## config.mk

```make
export PLATFORM = sky130hd
export DESIGN_NAME = weight_fetch_ctrl
export DESIGN_NICKNAME = d
export VERILOG_FILES = /design/src/rtl/conv_pkg.sv /design/src/rtl/wfc_credit.sv /design/src/rtl/weight_fetch_ctrl.sv
export SDC_FILE = /design/constraint.sdc
export NUM_CORES = 1
export LEC_CHECK = 0
export BUFFER_PORTS_ARGS = -buffer_cell sky130_fd_sc_hd__buf_2
export CORE_ASPECT_RATIO = 0.5
export CORE_MARGIN = 2
export CORE_UTILIZATION = 35
export DETAILED_ROUTE_END_ITERATION = 6
export GPL_ROUTABILITY_DRIVEN = 0
export HOLD_SLACK_MARGIN = 0.03
export PLACE_DENSITY = 0.53
export SETUP_SLACK_MARGIN = 0.3
export SYNTH_ARGS = -nofsm -noshare
export SYNTH_HDL_FRONTEND = slang
export SYNTH_SLANG_ARGS = --single-unit
```

## constraint.sdc

```tcl
create_clock -name clk -period 9.69 [get_ports clk]
set_clock_uncertainty 0.05 [all_clocks]
set_input_delay 1.4535 -clock clk [delete_from_list [all_inputs] [get_ports clk]]
set_output_delay 1.4535 -clock clk [all_outputs]
set_load 0.02 [all_outputs]
```

## src/rtl/conv_pkg.sv

```systemverilog
// -----------------------------------------------------------------------------
// conv_pkg
// Shared definitions for the CONV engine stream controllers.
//   state_t      : sequencer state (IDLE / ISSUE / DRAIN / DONE)
//   AW_DEF       : default address width (also the pass-length width)
//   PW_DEF       : default pass-count width
//   MAX_OUT_DEF  : default limit on outstanding address beats
//   CNT_W        : width of the outstanding-beat counter (limit is 1..15)
// -----------------------------------------------------------------------------
package conv_pkg;

  typedef enum logic [1:0] {
    IDLE  = 2'd0,
    ISSUE = 2'd1,
    DRAIN = 2'd2,
    DONE  = 2'd3
  } state_t;

  localparam int unsigned AW_DEF      = 11;
  localparam int unsigned PW_DEF      = 8;
  localparam int unsigned MAX_OUT_DEF = 4;

  // Four bits hold any limit up to 15 outstanding beats.
  localparam int unsigned CNT_W = 4;

endpackage

```

## src/rtl/wfc_credit.sv

```systemverilog
// -----------------------------------------------------------------------------
// wfc_credit
// Up/down counter of outstanding request beats with a limit compare.
//   clk, rst    : clock, synchronous active-high reset (clears all credits)
//   inc         : a request beat was accepted this cycle
//   dec         : a response beat was accepted this cycle
//   avail_next  : the count after this edge will be below LIMIT
//   underflow   : dec seen while the count is already zero (dec is ignored)
// -----------------------------------------------------------------------------
module wfc_credit
  import conv_pkg::*;
#(
  parameter int unsigned LIMIT = MAX_OUT_DEF
) (
  input  logic clk,
  input  logic rst,
  input  logic inc,
  input  logic dec,
  output logic avail_next,
  output logic underflow
);

  logic [CNT_W-1:0] cnt;
  logic [CNT_W-1:0] cnt_next;
  logic             dec_ok;

  // NOTE: every signal driven here gets a default first, so no latch is inferred.
  always_comb begin
    underflow = dec && (cnt == '0);
    dec_ok    = dec && !underflow;
    cnt_next  = cnt;
    if (inc && !dec_ok) begin
      cnt_next = cnt + CNT_W'(1);
    end else if (!inc && dec_ok) begin
      cnt_next = cnt - CNT_W'(1);
    end
    // Looking at the next count lets the owner register its valid flag
    // and still re-assert it the cycle after a credit is returned.
    avail_next = (cnt_next < CNT_W'(LIMIT));
  end

  // NOTE: registers use non-blocking assignments so every flop samples pre-edge values.
  always_ff @(posedge clk) begin
    if (rst) begin
      cnt <= '0;
    end else begin
      cnt <= cnt_next;
    end
  end

endmodule

```

## src/rtl/weight_fetch_ctrl.sv

```systemverilog
// -----------------------------------------------------------------------------
// weight_fetch_ctrl
// Weight-fetch sequencer: on start, issues cfg_pass passes of cfg_len
// consecutive addresses from cfg_base, marks first/last beat of each pass,
// throttles by outstanding credits and snoops the returned data stream to
// signal completion of the final pass.
//   clk, rst                       : clock, synchronous active-high reset
//   start, cfg_base/len/pass       : job request and configuration
//   busy, done, err                : status (err is sticky until rst)
//   addr, addr_first, addr_last    : address beat payload
//   addr_valid / addr_ready        : address handshake
//   mon_valid, mon_ready, mon_last : snooped data-stream handshake
//   last_for_weight_ctrl           : pulse when the final data pass completes
// -----------------------------------------------------------------------------
module weight_fetch_ctrl
  import conv_pkg::*;
#(
  parameter int unsigned AW      = AW_DEF,
  parameter int unsigned PW      = PW_DEF,
  parameter int unsigned MAX_OUT = MAX_OUT_DEF
) (
  input  logic          clk,
  input  logic          rst,
  input  logic          start,
  input  logic [AW-1:0] cfg_base,
  input  logic [AW-1:0] cfg_len,
  input  logic [PW-1:0] cfg_pass,
  output logic          busy,
  output logic          done,
  output logic          err,
  output logic [AW-1:0] addr,
  output logic          addr_first,
  output logic          addr_last,
  output logic          addr_valid,
  input  logic          addr_ready,
  input  logic          mon_valid,
  input  logic          mon_ready,
  input  logic          mon_last,
  output logic          last_for_weight_ctrl
);

  state_t        state;
  logic [AW-1:0] base_q, len_q, offset_q, offset_nx;
  logic [PW-1:0] npass_q, pass_q, pass_nx, rx_pass_q;
  logic          addr_acc, mon_acc, end_of_pass, final_addr, final_data;
  logic          avail_next, underflow;

  assign addr_acc    = addr_valid && addr_ready;
  assign mon_acc     = mon_valid && mon_ready;
  assign end_of_pass = (offset_q == len_q - AW'(1));
  assign final_addr  = addr_acc && end_of_pass && (pass_q == npass_q - PW'(1));
  assign final_data  = mon_acc && mon_last && (rx_pass_q == npass_q - PW'(1));

  wfc_credit #(.LIMIT(MAX_OUT)) u_credit (
    .clk        (clk),
    .rst        (rst),
    .inc        (addr_acc),
    .dec        (mon_acc),
    .avail_next (avail_next),
    .underflow  (underflow)
  );

  // Offset/pass position after this edge; the address registers are loaded
  // from it so the beat on the bus always matches the counters.
  always_comb begin
    offset_nx = offset_q;
    pass_nx   = pass_q;
    if (addr_acc) begin
      if (end_of_pass) begin
        offset_nx = '0;
        pass_nx   = pass_q + PW'(1);
      end else begin
        offset_nx = offset_q + AW'(1);
      end
    end
  end

  always_ff @(posedge clk) begin
    if (rst) begin
      state                <= IDLE;
      base_q               <= '0;
      len_q                <= '0;
      npass_q              <= '0;
      offset_q             <= '0;
      pass_q               <= '0;
      rx_pass_q            <= '0;
      busy                 <= 1'b0;
      done                 <= 1'b0;
      err                  <= 1'b0;
      addr                 <= '0;
      addr_first           <= 1'b0;
      addr_last            <= 1'b0;
      addr_valid           <= 1'b0;
      last_for_weight_ctrl <= 1'b0;
    end else begin
      done                 <= 1'b0;
      last_for_weight_ctrl <= 1'b0;

      // Data beats are only legal while a job has addresses in flight.
      if (underflow || (mon_acc && (state == IDLE || state == DONE))) begin
        err <= 1'b1;
      end
      if (mon_acc && mon_last && (state == ISSUE || state == DRAIN)) begin
        rx_pass_q <= rx_pass_q + PW'(1);
      end

      case (state)
        IDLE: begin
          if (start) begin
            busy <= 1'b1;
            if (cfg_len == '0 || cfg_pass == '0) begin
              state <= DONE;
              done  <= 1'b1;
            end else begin
              state      <= ISSUE;
              base_q     <= cfg_base;
              len_q      <= cfg_len;
              npass_q    <= cfg_pass;
              offset_q   <= '0;
              pass_q     <= '0;
              rx_pass_q  <= '0;
              addr       <= cfg_base;
              addr_first <= 1'b1;
              addr_last  <= (cfg_len == AW'(1));
              addr_valid <= avail_next;
            end
          end
        end

        ISSUE: begin
          // The final data beat cannot precede the final address beat.
          if (final_data) begin
            err <= 1'b1;
          end
          offset_q   <= offset_nx;
          pass_q     <= pass_nx;
          addr       <= base_q + offset_nx;
          addr_first <= (offset_nx == '0);
          addr_last  <= (offset_nx == len_q - AW'(1));
          if (final_addr) begin
            state      <= DRAIN;
            addr_valid <= 1'b0;
          end else begin
            addr_valid <= avail_next;
          end
        end

        DRAIN: begin
          if (final_data) begin
            state                <= DONE;
            done                 <= 1'b1;
            last_for_weight_ctrl <= 1'b1;
          end
        end

        DONE: begin
          state <= IDLE;
          busy  <= 1'b0;
        end

        default: state <= IDLE;
      endcase
    end
  end

endmodule

```

# == Word-level counts from Yosys, hierarchy flattened ==
# Index checks and enable logic that the tools add are counted.
# totals
mem_count,0
output_inout_bits,18
register_bits,81
elab_cells,116
latchBits,0
rom_bits,0
ram_bits,0
# classes
n_eq_ne,14
n_div,0
n_lt_le_gt_ge,1
bitwise_logic,2
add_sub_neg,8
multipliers,0
n_reduce_logical,32
shift,0
n_mux,43
# ops
op,count
11-bit 2-to-1 mux,6
8-bit 2-to-1 mux,8
11-bit one-hot mux with 2 select lines,2
11-bit equality test,2
11-bit logical NOT,2
8-bit by 1-bit adder with 8-bit output (second input constant),2
8-bit equality test,2
8-bit one-hot mux with 2 select lines,1
1-bit 2-to-1 mux,14
1-bit logical AND,12
2-bit != test (second input constant),6
11-bit by 1-bit adder with 11-bit output (second input constant),1
11-bit adder,1
11-bit by 1-bit equality test with 1-bit output (second input constant),1
11-bit by 1-bit subtractor with 11-bit output (second input constant),1
1-bit one-hot mux with 2 select lines,5
3-bit AND reduction,3
8-bit logical NOT,1
2-bit 2-to-1 mux,4
4-bit 2-to-1 mux,2
2-bit one-hot mux with 4 select lines,1
8-bit by 1-bit subtractor with 8-bit output (second input constant),1
5-bit AND reduction,1
4-bit by 1-bit adder with 4-bit output (second input constant),1
other kinds (12),20

# == Longest topological paths before layout ==
# logic_depth
depth_word,11
mapped_depth,21

# == Cells and area by module ==
# From an unflattened synthesis, not the netlist that was laid out.
# hier_totals
hier_cells,680
hier_area_um2,5567.8
# by_module_without_submodules
module,cells_per_inst,area_each_um2,instances
weight_fetch_ctrl,644,5265.0,1
wfc_credit,36,302.8,1

# == Worst setup path after synthesis ==
# Ideal clock, no wire load.
# synth_timing
path_type,register -> register
startpoint,register len_q[0]
endpoint,register addr[10]
setup_ns,0.096
slack_ns,5.119
stages_incl_launch_ff,21
t_arrival_ns,4.425
path_cell_list,dfxtp_1 > inv_1 > ha_1 > xor2_1 > xor2_1 > or4b_1 > or3_1 > buf_2 > nor3_1 > o21ai_0 > ha_1 > fa_1 > a21o_1 > a21oi_1 > o21bai_1 > a21oi_1 > o21ai_0 > a21o_1 > a21oi_1 > xnor2_1 > o41ai_2
# synth_between
elab_chain_cells,6
# synth_rtl
element,line,text
start: declaration,weight_fetch_ctrl.sv:43,"logic [AW-1:0] base_q, len_q, offset_q, offset_nx;"
start signal: assignment,weight_fetch_ctrl.sv:117,len_q <= cfg_len;
11-bit by 1-bit subtractor with 11-bit output,weight_fetch_ctrl.sv:50,assign end_of_pass = (offset_q == len_q - AW'(1));
11-bit equality test,weight_fetch_ctrl.sv:50,
11-bit 2-to-1 mux,weight_fetch_ctrl.sv:69,if (end_of_pass) begin
11-bit 2-to-1 mux,weight_fetch_ctrl.sv:68,if (addr_acc) begin
11-bit adder,weight_fetch_ctrl.sv:137,addr <= base_q + offset_nx;
11-bit one-hot mux with 2 select lines,weight_fetch_ctrl.sv:107,case (state)
end signal: assignment,weight_fetch_ctrl.sv:122,addr <= cfg_base;
end signal: assignment,weight_fetch_ctrl.sv:137,
end: declaration,weight_fetch_ctrl.sv:31,"output logic [AW-1:0] addr,"
# No other way between the ends.
# A chain may end at the register's enable or synchronous reset.

# == Worst setup path in the final report ==
# Ends and elaborated chain as after synthesis.

==> summary by stage <==
CTS
The total CTS buffers is 9. The buffers inserted during post-CTS setup optimization is 0. The clock-pin slew on the worst setup and hold paths is 0.07 ns. The library cell used as clock root buffer is sky130_fd_sc_hd__clkbuf_16.

The later pin in the worst-skew pair is clocked with a latency of 0.34 ns. The clock sink total is 81. The hold-fix buffer count after cts is 0.

After clock tree synthesis, the repair step resized 0 gates. The longest clock path from root to sink contains 2 buffers. TritonCTS built the clock tree. The maximum level of the CTS H-tree is 3.

Synthesis
The number of distinct library cells after synthesis is 62. Averaged over all synthesized cells, the footprint is between 8 and 9 µm². After synthesis, the cell types taking the most area are sky130_fd_sc_hd__dfxtp_1 (31%), sky130_fd_sc_hd__xnor2_1 (8.5%), sky130_fd_sc_hd__nor2_1 (7.6%), sky130_fd_sc_hd__mux2i_1 (6.8%), sky130_fd_sc_hd__ha_1 (5.6%). The number of synthesis warnings is 0.

The total nets after synthesis is ~690. The most used flip-flop cell after synthesis is sky130_fd_sc_hd__dfxtp_1. The cell area after technology mapping is 5160 µm².

The number of synthesized flops with an enable pin is 0. After synthesis, the largest area contributor takes up 31.4% of total cell area. The register area share after synthesis is around a third.

The synthesized design contains 81 register bits. The instance count of the mapped netlist is between 600 and 700. Of all flip-flops after synthesis, the portion carrying an async set or reset was 0%. sky130_fd_sc_hd__dfxtp_1 takes more of the synthesized area than any other cell.

Drt
The ratio of routed vias to standard cells is 5.25. The total iterations of the first detailed-routing run is 5. The via count is 4516. In this run, the number of DRC markers left after iteration 0 of detailed routing was 251. In this run the remaining antenna-violating nets after routing total 0.

After detailed routing, the total wire length is 13.8 mm. After detailed routing, the average wire length per cell comes to between 15 and 20 µm. For this run, design rule violations remaining after detail routing come to 0.

STA
The post-route minimum period is around 5 ns. The total of endpoints with negative setup slack in the final report is 0. The setup total negative slack is 0 ns.

Setup repair after global routing left no endpoint under its margin. The hold violation count in the final report is 0. At the pin with the least slew margin, the transition time is roughly 1.1 ns. The relative slew slack is between 20% and 30%. Static timing analysis puts the maximum clock frequency at 194 MHz. The max-slew violation count is 0. The post-route clock period utilization is 53.1%.

Worst setup path
The first element of the critical path is len_q[0]. The setup path with the least slack is of type flop to flop. The delay of the slowest cell on the worst path is 0.52 ns.

The critical path's slowest cell is sky130_fd_sc_hd__or4b_1. For the worst flop-to-flop path, the logic depth is 19. The number of buffers and inverters on the critical path is 1.

The dominant delay contributor by cell family on the critical path is compound AO/OA/AOI/OAI gates. The end of the worst register-to-register path is addr[10]. The critical path depth in cells is 19.

Traced cell by cell, the critical path runs through inv_1 -> ha_1 -> xor2_1 -> xor2_1 -> or4b_1 -> or3_1 -> nor3_1 -> o21ai_0 -> ha_1 -> fa_1 -> a21o_1 -> a21oi_1 -> o21bai_1 -> a21oi_1 -> o21ai_0 -> a21o_1 -> a21oi_1 -> xnor2_1 -> o41ai_2. The register-to-register setup slack is 4.55 ns. The maximum fanout count along the critical path is 7. The type of destination of the critical path is a flop. The worst setup path is launched from a flop. The endpoint of the most critical setup path is addr[10].

The cell that appears most often on the critical path is sky130_fd_sc_hd__a21oi_1. The critical path arrival is around 5.3 ns. Data on the critical path is required at its endpoint by ~9.9 ns. In this run the critical register-to-register path is launched from len_q[0].

Cells and area
Counting the fill cells in the layout gives ~1500. The post-synthesis to final-layout area growth is 13.8%. The count of nets after finishing is 719.

The area taken by multi-input logic gates is roughly 3300 µm². The count of cells in the finished layout, fillers not included, comes to around 860. For this run, the share of the core covered by cells in the final layout is 40.7%. Leaving out fill and tap cells, the most frequent cell in the layout is sky130_fd_sc_hd__nor2_1. Summing all flip-flop and latch instances after layout gives between 1500 and 2000 µm². The library cells used most frequently in the layout, excluding fill and tap cells, are sky130_fd_sc_hd__nor2_1 (104), sky130_fd_sc_hd__dfxtp_1 (81), sky130_fd_sc_hd__buf_2 (54), sky130_fd_sc_hd__xnor2_1 (50), sky130_fd_sc_hd__nand2_1 (39).

Cells with a size suffix above 1 make up 14.2% of the layout. 0 antenna diodes ended up in the layout.

Place
The post-DP HPWL is 10.1 mm. The placed instance count is 845. The count of buffers from port buffering is 54.

Global routing
The all-layer global routing usage is 17.9%. The pin count of the biggest net entering global routing is 70. The wire length of the first global-routing pass is 22.4 mm. The via count of the first global-routing pass is 4164.

The total overflow left after global routing is 0. The number of antenna violations at the first check in global routing is 0.

Floorplan
In this run the count of I/O pins placed on the die edge is between 50 and 60. The die width is 176 µm. For this configuration, the core starts out at a cell density of 35.8%.

The region available for standard cell placement spans 14400 µm². The die is around 90 µm tall. The number of rows in the core area is 31. The die covers 15800 µm².

Pwr
The power after layout is 1.42 mW. Sequential cells account for 31.8% of the total power. The cell-internal power is ~0.84 mW.

Across the VDD grid, the largest voltage drop is 0.0841 mV. The net load switching power is approximately 0.58 mW. The total leakage power is 2.43 nW.

The clock share of power is 25.2%. The switching fraction of total power is 40.6%. The areal power density over the cells is 241 nW/µm². The share of total power dissipated in combinational logic is 43.0%.

Min path
The worst hold path belongs to the class flop to flop.

Outcome
The run finished with clean final reports.

Run
Across the run, the number of max-cap violations was 0.
[worst min-delay path by stage]
stage,from,to,slack (ns),depth (start not counted)
2_1_floorplan,base_q[0],base_q[0],0.42,2
3_3_place_gp,addr[2],addr[2],0.41,2
3_5_place_dp,addr[2],addr[2],0.43,2
4_1_cts,addr[2],addr[2],0.44,2
5_1_grt,addr[2],addr[2],0.44,2
6_report,addr[2],addr[2],0.43,2
[per-layer routing]
layer | wire (µm) | GRT usage, % | vias to the layer above
li1 | - | - | 2268
met1 | 6980 | 26.3 | 2122
met2 | 5990 | 26.9 | 114
met3 | 747 | 3.72 | 12
met4 | 135 | 4.06 | 0
met5 | 0 | 0 | -
[cell families (layout without fill, tap and decap cells)]
family          Yosys count  in the layout  synth area share [%]
compound gates          105            105                  14.1
flops                    81             81                  31.4
fa+ha+maj                24             24                  5.96
simple gates            236            236                  22.3
xor+xnor                 83             83                  14.6
buf+inv                  61             99                  4.80
mux                      35             35                  6.78
[power by group through the flow]
| stage | clock (mW) | combinational [mW] | sequential [mW] |
|---|---|---|---|
| 2_1_floorplan | 0 | 0.450 | 0.465 |
| 3_3_place_gp | 0 | 0.606 | 0.457 |
| 3_5_place_dp | 0 | 0.610 | 0.458 |
| 4_1_cts | 0.365 | 0.612 | 0.451 |
| 5_1_grt | 0.375 | 0.675 | 0.460 |
| 6_report | 0.356 | 0.609 | 0.450 |
[cell type report]
cell class,count,area share [%]
Clock inverter,7,1.34
Multi-Input combinational cell,483,56.2
Inverter,24,1.53
Timing Repair Buffer,59,5.24
Sequential cell,81,27.6
Clock buffer,9,3.83
Tap cell,198,4.22
[state kept, by name, summed over array words and instances (netlist names)]
register              count
addr_first                1
busy                      1
addr                     11
state                     2
pass_q                    8
npass_q                   8
addr_last                 1
offset_q                 11
last_for_weight_ctrl      1
rx_pass_q                 8
done                      1
u_credit.cnt              4
base_q                   11
addr_valid                1
len_q                    11
err                       1
[per-stage QoR]
stage	cell area [µm²]	worst slack, ns	hold slack [ns]
after CTS	5870	4.56	0.436
after floorplan	5160	5.12	0.420
after global placement	5570	4.67	0.415
after global routing	5870	4.17	0.443
after detailed placement	5570	4.57	0.428
final	5870	4.55	0.431
[synthesized netlist by cell type (6+ instances only)]
cell type	number
sky130_fd_sc_hd__nor2_1	104
sky130_fd_sc_hd__dfxtp_1	81
sky130_fd_sc_hd__xnor2_1	50
sky130_fd_sc_hd__nand2_1	39
sky130_fd_sc_hd__mux2i_1	35
sky130_fd_sc_hd__xor2_1	31
sky130_fd_sc_hd__a21oi_1	29
sky130_fd_sc_hd__clkbuf_1	29
sky130_fd_sc_hd__ha_1	23
sky130_fd_sc_hd__inv_1	23
sky130_fd_sc_hd__a211oi_1	16
sky130_fd_sc_hd__nand3_1	16
sky130_fd_sc_hd__nor3_1	14
sky130_fd_sc_hd__nor4_1	12
sky130_fd_sc_hd__or4_1	9
sky130_fd_sc_hd__nand4_1	8
sky130_fd_sc_hd__o21ai_0	8
sky130_fd_sc_hd__a22oi_1	7
sky130_fd_sc_hd__a21o_1	6
[worst reg2reg max path, cell delays in order, from the launching register on]
cell and delay (ns):
sky130_fd_sc_hd__dfxtp_1 0.46, sky130_fd_sc_hd__inv_1 0.08, sky130_fd_sc_hd__ha_1 0.23, sky130_fd_sc_hd__xor2_1 0.29
sky130_fd_sc_hd__xor2_1 0.10, sky130_fd_sc_hd__or4b_1 0.52, sky130_fd_sc_hd__or3_1 0.47, sky130_fd_sc_hd__nor3_1 0.26
sky130_fd_sc_hd__o21ai_0 0.29, sky130_fd_sc_hd__ha_1 0.30, sky130_fd_sc_hd__fa_1 0.40, sky130_fd_sc_hd__a21o_1 0.19
sky130_fd_sc_hd__a21oi_1 0.22, sky130_fd_sc_hd__o21bai_1 0.09, sky130_fd_sc_hd__a21oi_1 0.25, sky130_fd_sc_hd__o21ai_0 0.20
sky130_fd_sc_hd__a21o_1 0.21, sky130_fd_sc_hd__a21oi_1 0.17, sky130_fd_sc_hd__xnor2_1 0.10, sky130_fd_sc_hd__o41ai_2 0.18
Note: power is estimated with default switching activity, not from simulation.
